[src/rtl/sync_fifo_flex.sv]
// Single-clock FIFO with arbitrary depth, occupancy count, threshold flags and sticky error flags.
// Define SYNC_FIFO_FWFT_EN for first-word-fall-through reads; default is registered read.
module sync_fifo_flex #(
   parameter int WIDTH     = 8,
   parameter int DEPTH     = 16,
   parameter int AF_THRESH = DEPTH - 2,
   parameter int AE_THRESH = 2
) (
   input  logic                         clk,
   input  logic                         rst,
   input  logic                         clr,
   input  logic                         wr_en,
   input  logic [WIDTH-1:0]             wr_data,
   output logic                         full,
   output logic                         almost_full,
   input  logic                         rd_en,
   output logic [WIDTH-1:0]             rd_data,
   output logic                         empty,
   output logic                         almost_empty,
   output logic [$clog2(DEPTH+1)-1:0]   count,
   output logic                         overflow,
   output logic                         underflow
);
   localparam int PW = $clog2(DEPTH);
   localparam int CW = $clog2(DEPTH + 1);
   localparam logic [PW-1:0] PTR_LAST = PW'(DEPTH - 1);
   localparam logic [CW-1:0] CNT_FULL = CW'(DEPTH);
   localparam logic [CW-1:0] CNT_AF   = CW'(AF_THRESH);
   localparam logic [CW-1:0] CNT_AE   = CW'(AE_THRESH);

   logic [WIDTH-1:0] mem [DEPTH];

   logic [PW-1:0] wr_ptr_q, wr_ptr_d;
   logic [PW-1:0] rd_ptr_q, rd_ptr_d;
   logic [CW-1:0] count_q, count_d;
   logic          overflow_q, overflow_d;
   logic          underflow_q, underflow_d;
   logic          wa, ra;

   // Pointers wrap explicitly so non-power-of-two depths work.
   function automatic logic [PW-1:0] ptr_inc(input logic [PW-1:0] p);
      return (p == PTR_LAST) ? '0 : p + PW'(1);
   endfunction

   assign full         = (count_q == CNT_FULL);
   assign empty        = (count_q == '0);
   assign almost_full  = (count_q >= CNT_AF);
   assign almost_empty = (count_q <= CNT_AE);
   assign count        = count_q;
   assign overflow     = overflow_q;
   assign underflow    = underflow_q;

   assign wa = wr_en & ~full;
   assign ra = rd_en & ~empty;

   always_comb begin
      wr_ptr_d    = wr_ptr_q;
      rd_ptr_d    = rd_ptr_q;
      count_d     = count_q;
      overflow_d  = overflow_q | (wr_en & full);
      underflow_d = underflow_q | (rd_en & empty);
      if (clr) begin
         wr_ptr_d    = '0;
         rd_ptr_d    = '0;
         count_d     = '0;
         overflow_d  = 1'b0;
         underflow_d = 1'b0;
      end else begin
         if (wa) wr_ptr_d = ptr_inc(wr_ptr_q);
         if (ra) rd_ptr_d = ptr_inc(rd_ptr_q);
         case ({wa, ra})
            2'b10:   count_d = count_q + CW'(1);
            2'b01:   count_d = count_q - CW'(1);
            default: count_d = count_q;
         endcase
      end
   end

   always_ff @(posedge clk or posedge rst) begin
      if (rst) begin
         wr_ptr_q    <= '0;
         rd_ptr_q    <= '0;
         count_q     <= '0;
         overflow_q  <= 1'b0;
         underflow_q <= 1'b0;
      end else begin
         wr_ptr_q    <= wr_ptr_d;
         rd_ptr_q    <= rd_ptr_d;
         count_q     <= count_d;
         overflow_q  <= overflow_d;
         underflow_q <= underflow_d;
      end
   end

   always_ff @(posedge clk) begin
      if (wa && !clr) mem[wr_ptr_q] <= wr_data;
   end

`ifdef SYNC_FIFO_FWFT_EN
   assign rd_data = mem[rd_ptr_q];
`else
   logic [WIDTH-1:0] rd_data_q, rd_data_d;

   always_comb begin
      rd_data_d = rd_data_q;
      if (ra && !clr) rd_data_d = mem[rd_ptr_q];
   end

   always_ff @(posedge clk or posedge rst) begin
      if (rst) rd_data_q <= '0;
      else     rd_data_q <= rd_data_d;
   end

   assign rd_data = rd_data_q;
`endif

endmodule
[config.mk]
export PLATFORM = sky130hd
export DESIGN_NAME = sync_fifo_flex
export DESIGN_NICKNAME = d
export VERILOG_FILES = /design/src/rtl/sync_fifo_flex.sv
export SDC_FILE = /design/constraint.sdc
export NUM_CORES = 1
export LEC_CHECK = 0
export BUFFER_PORTS_ARGS = -buffer_cell sky130_fd_sc_hd__buf_2
export CAP_MARGIN = 20
export CORE_ASPECT_RATIO = 1.4
export CORE_MARGIN = 2
export CORE_UTILIZATION = 35
export CTS_CLUSTER_DIAMETER = 50
export DETAILED_ROUTE_END_ITERATION = 8
export PLACE_DENSITY_LB_ADDON = 0.25
export SYNTH_ARGS = -nofsm -noshare
export SYNTH_HDL_FRONTEND = slang
export SYNTH_SLANG_ARGS = --single-unit
[constraint.sdc]
create_clock -name clk -period 2.5 [get_ports clk]
set_input_delay 0.5 -clock clk [delete_from_list [all_inputs] [get_ports clk]]
set_output_delay 0.5 -clock clk [all_outputs]
set_load 0.02 [all_outputs]
# Word-level counts from Yosys, hierarchy flattened
# Memory sizes are Yosys's and may differ from the RTL's. A register that Yosys moved wholly into a read port is not among the register bits.
# Cells that the tools add are included.
[classes]
add_sub_neg = 4
multipliers = 0
div_mod_pow = 0
magnitude_cmp = 2
n_eq_ne = 5
shifts = 0
n_mux = 12
bitwise = 8
reduce_logical = 7
[ops]
columns = ["cell", "n"]
rows = [
  ["$mux 4", 6],
  ["$pmux 5 s2", 1],
  ["$add 4x1->4 const B", 2],
  ["$eq 4x4->1 const B", 2],
  ["$add 5x1->5 const B", 1],
  ["$eq 5x5->1 const B", 1],
  ["$ge 5x4->1 const B", 1],
  ["$le 5x2->1 const B", 1],
  ["$logic_not 5->1", 1],
  ["$mux 5", 1],
  ["$sub 5x1->5 const B", 1],
  ["$and 1x1->1", 4],
  ["$mux 1", 4],
  ["$reduce_bool 2->1", 2],
  ["$reduce_bool 3->1", 1],
  ["$eq 2x1->1 const B", 1],
  ["$eq 2x2->1 const B", 1],
  ["$logic_and 1x1->1", 2],
  ["$not 1->1", 2],
  ["$or 1x1->1", 2],
  ["$logic_not 1->1", 1],
]
[word_totals]
regBits = 15
latch_bits = 0
ramBits = 128
rom_bits = 0
input_bits = 13
out_inout_bits = 19
wordCells = 44
memories = 1
[memory_table]
columns = ["name", "depth", "word_bits", "read_ports", "rd_ports_with_merged_regs", "wr", "line_no", "source"]
rows = [
  ["mem", 16, 8, 1, 1, 1, "31", "logic [WIDTH-1:0] mem [DEPTH];"],
]

# Longest topological paths before layout
# Gate-level depths: netlist of run 1.
[logic_depth]
depth_word = 6
ltp_mapped = 11
depth_no_buf = 9

# Worst setup path before layout of run 1
# OpenSTA, ideal clock, no wires.
[synth_path]
path_type = "register -> register"
startpoint = "register count_q[0] (netlist: count[0])"
endpoint = "register count_q[2] (netlist: count[2])"
setup_ns = 0.078
t_arrival_ns = 2.741
required_ns = 2.422
slack_ns = -0.319
stages_incl_launch_ff = 11
synth_period_minus_slack_ns = 2.819
cell_sequence = "dfrtp_1 -> buf_6 -> or4_4 -> buf_6 -> o21ai_4 -> nor2_1 -> xor2_1 -> ha_1 -> or4_1 -> a21o_1 -> a21oi_1"
[synth_between]
elab_chain_len = 6
[synth_rtl]
columns = ["item", "line_no", "source"]
rows = [
  ["from (decl)", "35", "logic [CW-1:0] count_q, count_d;"],
  ["from (signal assigned)", "89", "count_q <= count_d;"],
  ["$eq 5x5->1 / $logic_not 5->1 (equally long branches)", "45, 46", ""],
  ["$not 1->1, on equally long branches", "53, 54", ""],
  ["$and 1x1->1, on equally long branches", "53, 54", ""],
  ["$eq 2x1->1 / $eq 2x2->1 (equally long branches)", "71", "case ({wa, ra})"],
  ["$pmux 5 s2", "71", ""],
  ["$mux 5", "62", "if (clr) begin"],
]
# Several ways; a longest one is shown, not always the timed one.
# A chain may end at the register's enable or synchronous reset.

# Final worst setup path of run 1
[layout_path]
startpoint = "register count_q[0] (netlist: count[0])"
endpoint = "register count_q[4] (netlist: count[4])"
# Same word-level chain as after synthesis.

==> results.cfg, run 1 <==
[setup_path]
critPathBufInv = 0
criticalPathCategory = reg -> reg
cp-end-kind = register
cp_slowest_cell = sky130_fd_sc_hd__or4_4
crit_path_largest_cell_delay_ns = 0.59
path_cells = or4_4 -> o21ai_4 -> nor2_2 -> xor2_1 -> ha_2 -> o31ai_2 -> nor4b_2 -> o221ai_1 -> a21oi_1
worstPathMaxFanout = 6
critical_path.startpoint_type = register
worstPathArrival_ns = 2.74
timing.critical_path.max_delay_family = simple AND/OR/NAND/NOR gates
crit_start = count[0]
crit-reg2reg-launch = count[0]
timing.critical_path.required_ns = 2.84

[floorplanning]
die_width_um = 117
placeableCoreArea_um2 = 17400
design.portCount = 32
fp-row-count = 57
height_of_the_die_um = 162
dieArea_um2 = 18900
floorplan.initialDensity = 0.359

[power]
switch_pwr_mw = 2.09
irDropWorstVdd_uv = 486
power.density_cell_area_nw_per_um2 = 945
power.share.combinational = 0.205
power.share.clock = 0.371
switching_share = 0.295
cellInternalPower_mw = 5.00
power.leakage_nw = 2.56
pwr-share-seq = 0.424

[clock_network]
clk_path_buf_depth = 2
post_cts_resize_count = 0
tritoncts_clock_tree = yes
path_clk_slew_ns = 0.07
cts_post_setup_buffers_inserted = 0
cts-root-buf = sky130_fd_sc_hd__clkbuf_16
cts_made_buffers = 17
cts.sink_count = 151
clock_latency_ns = 0.42
ctsHoldBuffers = 0
h-tree-depth = 4

[grt]
number_of_antenna_violations_at_the_first_check_in_global_routing = 0
global_route.usage.total = 0.147
first_global_vias = 3539
first_pass_grt_wire_length_um = 20000
grt_overflow = 0
grt_start_max_net_pins = 36

[finish]
num-fill-cells = 1601
multiInputGateArea_um2 = 1730
post_layout_utilization_of_the_core = 0.431
seqCellArea_um2 = 4420
antenna-diode-count = 0
flow.area_growth_from_synthesis_pct = 20.0
drive_gt1_frac = 0.349
final_net_count = 443
finish.instance_area_um2 = 7500
layoutNonFillerInstCount = 672

[placed_design]
buffer_ports.inserted = 31
detailedPlacementHpwl_um = 8680
globalplace.congestion = 0.774
place_area_um2 = 6880
number_of_cells_in_the_design_after_placement = 640

[yosys]
synth.net_count = 386
proportion_of_synthesized_flip_flops_having_asynchronous_set_or_reset = 0.152
ys_warnings = 0
count_of_flip_flops_with_a_built_in_enable_after_synthesis = 128
synth.cell_area_um2 = 6250
synth_cell_types = 48
yosys_register_bits = 151
yosysSeqAreaShare = 0.707
most_instantiated_flip_flop_cell_in_the_synthesis_netlist = sky130_fd_sc_hd__edfxtp_1
synthesis.area_per_instance_um2 = 17.1
syn-instance-count = 366

[drt]
antenna_left = 0
drtPass1Iterations = 5
vias = 3392
wl_um = 13000
wl_per_cell_um = 19.3
avgViaCountPerCell = 5.05
post-route-drc-count = 0
drtIter0Drc = 222

[timing]
rsz_0062_raised_after_global_routing = no
final_min_period_over_clock_period = 0.957
fmaxAchievable_mhz = 418
post-route-min-period_ns = 2.39
final_max_slew_viol_count = 0
timing.slew.headroom = 0.590
final_report_hold_violation_count = 0
worst-slew-pin-transition_ns = 0.615
final.setup_skew_ns = 0.00900
final_setup_violating_endpoints = 0

[hold_path]
hold_class = in -> async

[run_status]
outcome = complete, no violations

[job]
drv_cap = 0
[synthesized netlist by cell type, types with 6 or more instances]
library cell / number / area (um^2)
sky130_fd_sc_hd__a21oi_1: 18 / 90.1
sky130_fd_sc_hd__clkbuf_1: 13 / 48.8
sky130_fd_sc_hd__dfrtp_1: 23 / 576
sky130_fd_sc_hd__edfxtp_1: 128 / 3840
sky130_fd_sc_hd__ha_1: 7 / 87.6
sky130_fd_sc_hd__mux2_2: 9 / 101
sky130_fd_sc_hd__mux4_2: 32 / 721
sky130_fd_sc_hd__nand2_1: 11 / 41.3
sky130_fd_sc_hd__nand2b_1: 6 / 37.5
sky130_fd_sc_hd__nor2_1: 34 / 128
sky130_fd_sc_hd__nor3_1: 8 / 40.0
sky130_fd_sc_hd__o22ai_1: 16 / 100
[path summary, 6_finish.rpt]
| kind | depth (start not counted) | slack [ns] | to |
|---|---|---|---|
| max | 9 | 0.11 | count[4] |
| min | 2 | 0.06 | overflow |
| max reg2reg | 9 | 0.11 | count[4] |
| min reg2reg | 2 | 0.49 | overflow |
| max in group asynchronous | 3 | 1.94 | count[3] |
| min in group clk | 2 | 0.44 | count[4] |
[power by group through the flow]
stage	Clock [mW]	Sequential [mW]	Combinational [mW]
2_1_floorplan	0	3.16	0.872
3_3_place_gp	0	3.05	1.44
3_5_place_dp	0	3.05	1.47
4_1_cts	2.68	3.00	1.48
5_1_grt	2.80	3.02	1.60
6_report	2.63	3.00	1.45
[per-layer routing]
metal  vias up  GRT usage  share of wire
li1       1564          -              -
met1      1734      0.172           0.42
met2        80      0.261           0.54
met3        14     0.0328          0.034
met4         0     0.0529          0.014
met5         -          0              0
[layout make-up]
| type | count | area share |
|---|---|---|
| clock buffers | 18 | 0.0586 |
| clock inverters | 14 | 0.0239 |
| inverters | 5 | 0.00250 |
| multi-input cells | 186 | 0.231 |
| flip-flops and latches | 151 | 0.590 |
| well taps | 236 | 0.0394 |
| repair buffers | 62 | 0.0551 |
[worst register-to-register path, cell delays in order, from the launching register on]
cell and delay [ns]:
sky130_fd_sc_hd__dfrtp_2 0.40, sky130_fd_sc_hd__or4_4 0.59, sky130_fd_sc_hd__o21ai_4 0.18, sky130_fd_sc_hd__nor2_2 0.06, sky130_fd_sc_hd__xor2_1 0.15, sky130_fd_sc_hd__ha_2 0.20
sky130_fd_sc_hd__o31ai_2 0.21, sky130_fd_sc_hd__nor4b_2 0.25, sky130_fd_sc_hd__o221ai_1 0.15, sky130_fd_sc_hd__a21oi_1 0.12
[flip-flops by register name, summed over array words and instances (netlist names)]
name	cells
mem	128
overflow	1
wr_ptr_q	4
rd_data	8
underflow	1
rd_ptr_q	4
count	5
[layout by cell type, fill, tap and decap left out, types with 11 or more instances in the layout]
| cell type | netlist | layout |
|---|---|---|
| sky130_fd_sc_hd__nor2_1 | 34 | 33 |
| sky130_fd_sc_hd__edfxtp_1 | 128 | 128 |
| sky130_fd_sc_hd__buf_4 | 1 | 29 |
| sky130_fd_sc_hd__nand2_1 | 11 | 11 |
| sky130_fd_sc_hd__clkbuf_16 | 0 | 17 |
| sky130_fd_sc_hd__mux4_2 | 32 | 32 |
| sky130_fd_sc_hd__o22ai_1 | 16 | 16 |
| sky130_fd_sc_hd__buf_2 | 4 | 31 |
| sky130_fd_sc_hd__dfrtp_1 | 23 | 20 |
| sky130_fd_sc_hd__a21oi_1 | 18 | 18 |
[kinds of logic (layout without fill, tap and decap cells)]
kind of cell / count (synthesis) / count (layout) / synth area share
AO/OA/AOI/OAI: 55 / 55 / 0.0561
XOR/XNOR: 4 / 4 / 0.00561
adder cells (fa/ha/maj): 7 / 7 / 0.0140
buffers and inverters: 29 / 99 / 0.0212
flip-flops: 151 / 151 / 0.707
multiplexers: 43 / 43 / 0.135
AND/OR/NAND/NOR: 77 / 77 / 0.0609
[metrics by stage]
stage / hold WS, ns / TNS, ns / worst slack (ns) / power (mW)
2_1_floorplan: 0.502 / -0.145 / -0.0834 / 4.03
3_3_place_gp: 0.474 / 0 / 0.131 / 4.49
3_5_place_dp: 0.478 / 0 / 0.0987 / 4.52
4_1_cts: 0.0608 / 0 / 0.0893 / 7.16
5_1_grt: 0.0734 / 0 / 0.00863 / 7.41
6_report: 0.0578 / 0 / 0.108 / 7.08
(Power assumes the default switching activity.)
==> inputs of run 2 (changes only) <==
--- a/config.mk
+++ b/config.mk
@@ -5,7 +5,7 @@
 export SDC_FILE = /design/constraint.sdc
 export NUM_CORES = 1
 export LEC_CHECK = 0
-export BUFFER_PORTS_ARGS = -buffer_cell sky130_fd_sc_hd__buf_2
+export BUFFER_PORTS_ARGS = -buffer_cell sky130_fd_sc_hd__clkbuf_2
 export CAP_MARGIN = 20
 export CORE_ASPECT_RATIO = 1.4
 export CORE_MARGIN = 2
==> results.cfg, run 2 (synthesized netlist as in run 1, its figures left out) <==
[setup_path]
r2r_end = count[2]
cp-end-kind = primary output
criticalPathCategory = reg -> out
timing.critical_path.required_ns = 2.00
rr_worst_depth = 8
setup.reg_to_reg.worst_slack_ns = 0.14
worstPathMaxFanout = 5
worstPathArrival_ns = 1.88
crit-reg2reg-launch = count[3]
critical_path.startpoint_type = register

[finish]
mostFrequentLayoutCells = sky130_fd_sc_hd__edfxtp_1 (128), sky130_fd_sc_hd__nor2_1 (33), sky130_fd_sc_hd__mux4_2 (32)
flow.area_growth_from_synthesis_pct = 19.9
final_net_count = 445
largest_register_ffs = 128
antenna-diode-count = 0
drive_gt1_frac = 0.349
regMostFlops = mem
finish.instance_area_um2 = 7490
num-fill-cells = 1551
layout_commonest_cell = sky130_fd_sc_hd__edfxtp_1
multiInputGateArea_um2 = 1750
seqCellArea_um2 = 4420

[drt]
avgViaCountPerCell = 4.94
vias = 3331
post-route-drc-count = 0
wl_um = 12700
drtIter0Drc = 278
drtPass1Iterations = 4
wl_per_cell_um = 18.8
antenna_left = 0

[timing]
final_setup_violating_endpoints = 0
rsz_0062_raised_after_global_routing = no
post-route-min-period_ns = 2.38
fmaxAchievable_mhz = 420
timing.slew.headroom = 0.600
final_max_slew_viol_count = 0
final_report_hold_violation_count = 0
final.setup_skew_ns = 0.00800
worst_slack_on_hold_paths_ns = 0.118
worst-slew-pin-transition_ns = 0.600
final_min_period_over_clock_period = 0.952

[grt]
first_pass_grt_wire_length_um = 20100
global_route.usage.total = 0.146
number_of_antenna_violations_at_the_first_check_in_global_routing = 0
first_global_vias = 3563
global_routing_usage_on_met1 = 0.169
top_usage_layer = met2
grt_overflow = 0
met3_usage = 0.0306
grt.met2_usage = 0.261
grt_start_max_net_pins = 24

[power]
irDropWorstVdd_uv = 525
power.density_cell_area_nw_per_um2 = 933
power.leakage_nw = 2.57
total_power_mw = 6.99

[floorplanning]
design.portCount = 32
die_width_um = 117
floorplan.initialDensity = 0.359
fp-row-count = 57
height_of_the_die_um = 162
placeableCoreArea_um2 = 17400
dieArea_um2 = 18900

[clock_network]
post_cts_resize_count = 0
clk_path_buf_depth = 2
clock_latency_ns = 0.41
cts.sink_count = 151
cts-root-buf = sky130_fd_sc_hd__clkbuf_16
path_clk_slew_ns = 0.06
h-tree-depth = 4
cts_made_buffers = 17
cts_post_setup_buffers_inserted = 0
ctsHoldBuffers = 0
tritoncts_clock_tree = yes

[placed_design]
buffer_ports.inserted = 31
globalplace.congestion = 0.795
detailedPlacementHpwl_um = 8990
place_area_um2 = 6900

[hold_path]
hold_class = in -> async

[run_status]
outcome = complete, no violations

[job]
drv_cap = 0
==> run 2: changes by cell type in the layout (fill, tap and decap cells not counted), sizes merged <==
| cell | change |
|---|---|
| inv | -2 |
| clkbuf | +32 |
| bufinv | -1 |
| buf | -29 |
| clkinv | +2 |
==> run 2: area by class of cell <==
cell class,count,share of cell area
inverter,5,0.00251
tap,236,0.0394
multi-input combinational,186,0.233
sequential,151,0.590
clock buffer,19,0.0591
clock inverter,13,0.0180
timing repair buffer,64,0.0571
==> run 2: report_power, final <==
| part | internal, mW | total [mW] | switching (mW) |
|---|---|---|---|
| clock network | 1.43 | 2.47 | 1.05 |
| registers | 2.88 | 3.00 | 0.121 |
| logic | 0.601 | 1.51 | 0.912 |
==> run 2: worst max path at each step <==
| stage | from | endpoint | slack, ns | cells past startpoint |
|---|---|---|---|---|
| floorplan | count[3] | count[2] | -0.08 | 9 |
| global placement | count[3] | count[2] | 0.18 | 8 |
| detailed placement | count[3] | count[4] | 0.16 | 9 |
| CTS | count[3] | empty | 0.09 | 4 |
| global route | count[3] | count[2] | 0.002 | 8 |
| finish | count[3] | empty | 0.12 | 4 |
==> run 2: worst max-delay path, stage by stage (launching register included) <==
cell	delay [ns]
sky130_fd_sc_hd__dfrtp_2	0.40
sky130_fd_sc_hd__or4_4	0.56
sky130_fd_sc_hd__buf_4	0.18
sky130_fd_sc_hd__nor2_1	0.13
sky130_fd_sc_hd__clkbuf_2	0.19
==> run 2: per-stage QoR <==
step / cells / setup TNS [ns] / util / setup slack, ns
3_3_place_gp: 642 / 0 / 0.396 / 0.179
2_1_floorplan: 366 / -0.145 / - / -0.0834
6_report: 674 / 0 / 0.431 / 0.120
3_5_place_dp: 642 / 0 / 0.396 / 0.164
4_1_cts: 674 / 0 / 0.430 / 0.0914
5_1_grt: 674 / 0 / 0.431 / 0.00151
==> run 2: metal layers <==
| layer | up-vias | routed length, um | part of all wire |
|---|---|---|---|
| li1 | 1572 | - | - |
| met1 | 1677 | 5030 | 0.40 |
| met2 | 69 | 7110 | 0.56 |
| met3 | 13 | 345 | 0.027 |
| met4 | 0 | 183 | 0.014 |
| met5 | - | 0 | 0 |
==> inputs of run 3 (changes only) <==
--- a/config.mk
+++ b/config.mk
@@ -5,6 +5,7 @@
 export SDC_FILE = /design/constraint.sdc
 export NUM_CORES = 1
 export LEC_CHECK = 0
+export ABC_AREA = 1
 export BUFFER_PORTS_ARGS = -buffer_cell sky130_fd_sc_hd__clkbuf_2
 export CAP_MARGIN = 20
 export CORE_ASPECT_RATIO = 1.4
==> results.cfg, run 3 <==
[placed_design]
detailedPlacementHpwl_um = 10500
globalplace.congestion = 0.793
pre_cts_slack_ns = 0.447
buffer_ports.inserted = 31
number_of_cells_in_the_design_after_placement = 809

[grt]
first_global_vias = 4395
first_pass_grt_wire_length_um = 24400
global_route.usage.total = 0.168
grt_start_max_net_pins = 38
number_of_antenna_violations_at_the_first_check_in_global_routing = 0
grt_overflow = 0

[setup_path]
worstPathArrival_ns = 2.13
setup.reg_to_reg.worst_slack_ns = 0.49
criticalPathCategory = reg -> reg
cp-end-kind = register
crit_path_largest_cell_delay_ns = 0.51
crit_top_cell = sky130_fd_sc_hd__nor2_1
crit_start = count[2]
crit-reg2reg-launch = count[2]
worstPathMaxFanout = 7
path_cells = nor2_4 -> nand3_2 -> nand2_4 -> nor2_1 -> nand2_1 -> nor2_1 -> buf_4
cp_slowest_cell = sky130_fd_sc_hd__dfrtp_1
path_depth = 7
r2r_end = mem[6][5]
crit_end = mem[6][5]
rr_worst_depth = 7
timing.critical_path.required_ns = 2.62
timing.critical_path.max_delay_family = simple AND/OR/NAND/NOR gates
critical_path.startpoint_type = register
critPathBufInv = 1

[floorplanning]
fp-row-count = 58
dieArea_um2 = 19400
height_of_the_die_um = 164
placeableCoreArea_um2 = 17900
design.portCount = 32
floorplan.initialDensity = 0.357
die_width_um = 118

[run_status]
outcome = complete, no violations

[drt]
wl_um = 15600
post-route-drc-count = 0
antenna_left = 0
drtIter0Drc = 253
wl_per_cell_um = 18.6
drtPass1Iterations = 5
avgViaCountPerCell = 5.21
vias = 4378

[yosys]
synth.net_count = 559
yosysSeqAreaShare = 0.691
synthesis.area_per_instance_um2 = 11.9
yosys_register_bits = 151
count_of_flip_flops_with_a_built_in_enable_after_synthesis = 128
proportion_of_synthesized_flip_flops_having_asynchronous_set_or_reset = 0.152
yosys-top-cells-count = sky130_fd_sc_hd__edfxtp_1 (128), sky130_fd_sc_hd__nor2_1 (114), sky130_fd_sc_hd__o21ai_0 (64)
yosys-top-cells-area = sky130_fd_sc_hd__edfxtp_1 (60%), sky130_fd_sc_hd__dfrtp_1 (9.0%), sky130_fd_sc_hd__nor2_1 (6.7%)
synth_cell_types = 30
synth.most_common_cell = sky130_fd_sc_hd__edfxtp_1
syn-instance-count = 539
synth_top_cell_by_area = sky130_fd_sc_hd__edfxtp_1
ys_warnings = 0
synth_largest_type_area_fraction = 0.601
most_instantiated_flip_flop_cell_in_the_synthesis_netlist = sky130_fd_sc_hd__edfxtp_1
synth.cell_area_um2 = 6400

[finish]
mostFrequentLayoutCells = sky130_fd_sc_hd__edfxtp_1 (128), sky130_fd_sc_hd__nor2_1 (114), sky130_fd_sc_hd__o21ai_0 (64)
layoutNonFillerInstCount = 841
flow.area_growth_from_synthesis_pct = 16.9
final_net_count = 608
layout_commonest_cell = sky130_fd_sc_hd__edfxtp_1
post_layout_utilization_of_the_core = 0.417
antenna-diode-count = 0
regMostFlops = mem
largest_register_ffs = 128
drive_gt1_frac = 0.181

[clock_network]
cts_post_setup_buffers_inserted = 0
tritoncts_clock_tree = yes
path_clk_slew_ns = 0.07
post_cts_resize_count = 0
clk_path_buf_depth = 2
cts.sink_count = 151
h-tree-depth = 4
ctsHoldBuffers = 0
cts_made_buffers = 17
cts-root-buf = sky130_fd_sc_hd__clkbuf_16
clock_latency_ns = 0.42

[job]
drv_cap = 0

[timing]
final_setup_violating_endpoints = 0
final_min_period_over_clock_period = 0.803
rsz_0062_raised_after_global_routing = no
fin_tns_setup_ns = 0
final_max_slew_viol_count = 0
fmaxAchievable_mhz = 498
worst-slew-pin-transition_ns = 0.571
final.setup_skew_ns = 0.00754
post_route_setup_slack_ns = 0.493
timing.slew.headroom = 0.619
post-route-min-period_ns = 2.01
final_report_hold_violation_count = 0

[hold_path]
hold_class = in -> async

[power]
irDropWorstVdd_uv = 622
power.leakage_nw = 2.70
power.density_cell_area_nw_per_um2 = 979
run 3: changes by cell type after synthesis, moves of 9 or more:
cell,previous run,this run
sky130_fd_sc_hd__o211ai_1,1,30
sky130_fd_sc_hd__a21oi_1,18,3
sky130_fd_sc_hd__mux4_2,32,0
sky130_fd_sc_hd__inv_1,5,22
sky130_fd_sc_hd__buf_2,4,13
sky130_fd_sc_hd__mux2_2,9,0
sky130_fd_sc_hd__o22ai_1,16,2
sky130_fd_sc_hd__o21ai_0,5,64
sky130_fd_sc_hd__nor2_1,34,114
sky130_fd_sc_hd__nand2_1,11,34
sky130_fd_sc_hd__nand3_1,5,24
sky130_fd_sc_hd__o21ai_1,0,26
run 3: cells by family (layout without fill, tap and decap cells):
| logic type | Yosys count | after routing | synth area share |
|---|---|---|---|
| AO/OA/AOI/OAI | 137 | 137 | 0.126 |
| XOR/XNOR | 2 | 2 | 0.00274 |
| adder cells (fa/ha/maj) | 7 | 7 | 0.0137 |
| buffers and inverters | 55 | 117 | 0.0434 |
| flip-flops | 151 | 151 | 0.691 |
| AND/OR/NAND/NOR | 187 | 187 | 0.124 |
run 3: how the worst min path moves through the flow:
stage,cells past startpoint,to,from
3_5_place_dp,2,underflow,underflow
6_report,2,rd_data[2],rst
3_3_place_gp,2,underflow,underflow
5_1_grt,2,rd_data[2],rst
4_1_cts,2,rd_data[2],rst
2_1_floorplan,1,count[0],rst
run 3: power breakdown:
| part | total, mW | switching, mW | internal, mW |
|---|---|---|---|
| sequential | 3.10 | 0.215 | 2.88 |
| clock | 2.48 | 1.06 | 1.42 |
| combinational | 1.75 | 1.15 | 0.599 |
| total | 7.33 | 2.43 | 4.90 |
run 3: layer usage:
layer  share of wire  GRT usage
met1            0.42      0.198
met2            0.52      0.300
met3           0.033     0.0299
met4           0.019     0.0712
met5               0          0
run 3: stage by stage:
step | hold slack [ns] | total power, mW | cell area [um^2]
floorplan | 0.502 | 4.39 | 6400
global placement | 0.492 | 4.87 | 6900
detailed placement | 0.499 | 4.90 | 6900
CTS | 0.124 | 7.38 | 7480
global route | 0.139 | 7.70 | 7480
finish | 0.120 | 7.33 | 7480
run 3: area by class of cell:
type | instances | area, um^2
multi-input combinational | 333 | 1700
clock inverter | 14 | 139
tap | 240 | 300
fill | 1702 | 10400
clock buffer | 18 | 439
inverter | 26 | 100
timing repair buffer | 59 | 378
sequential | 151 | 4420
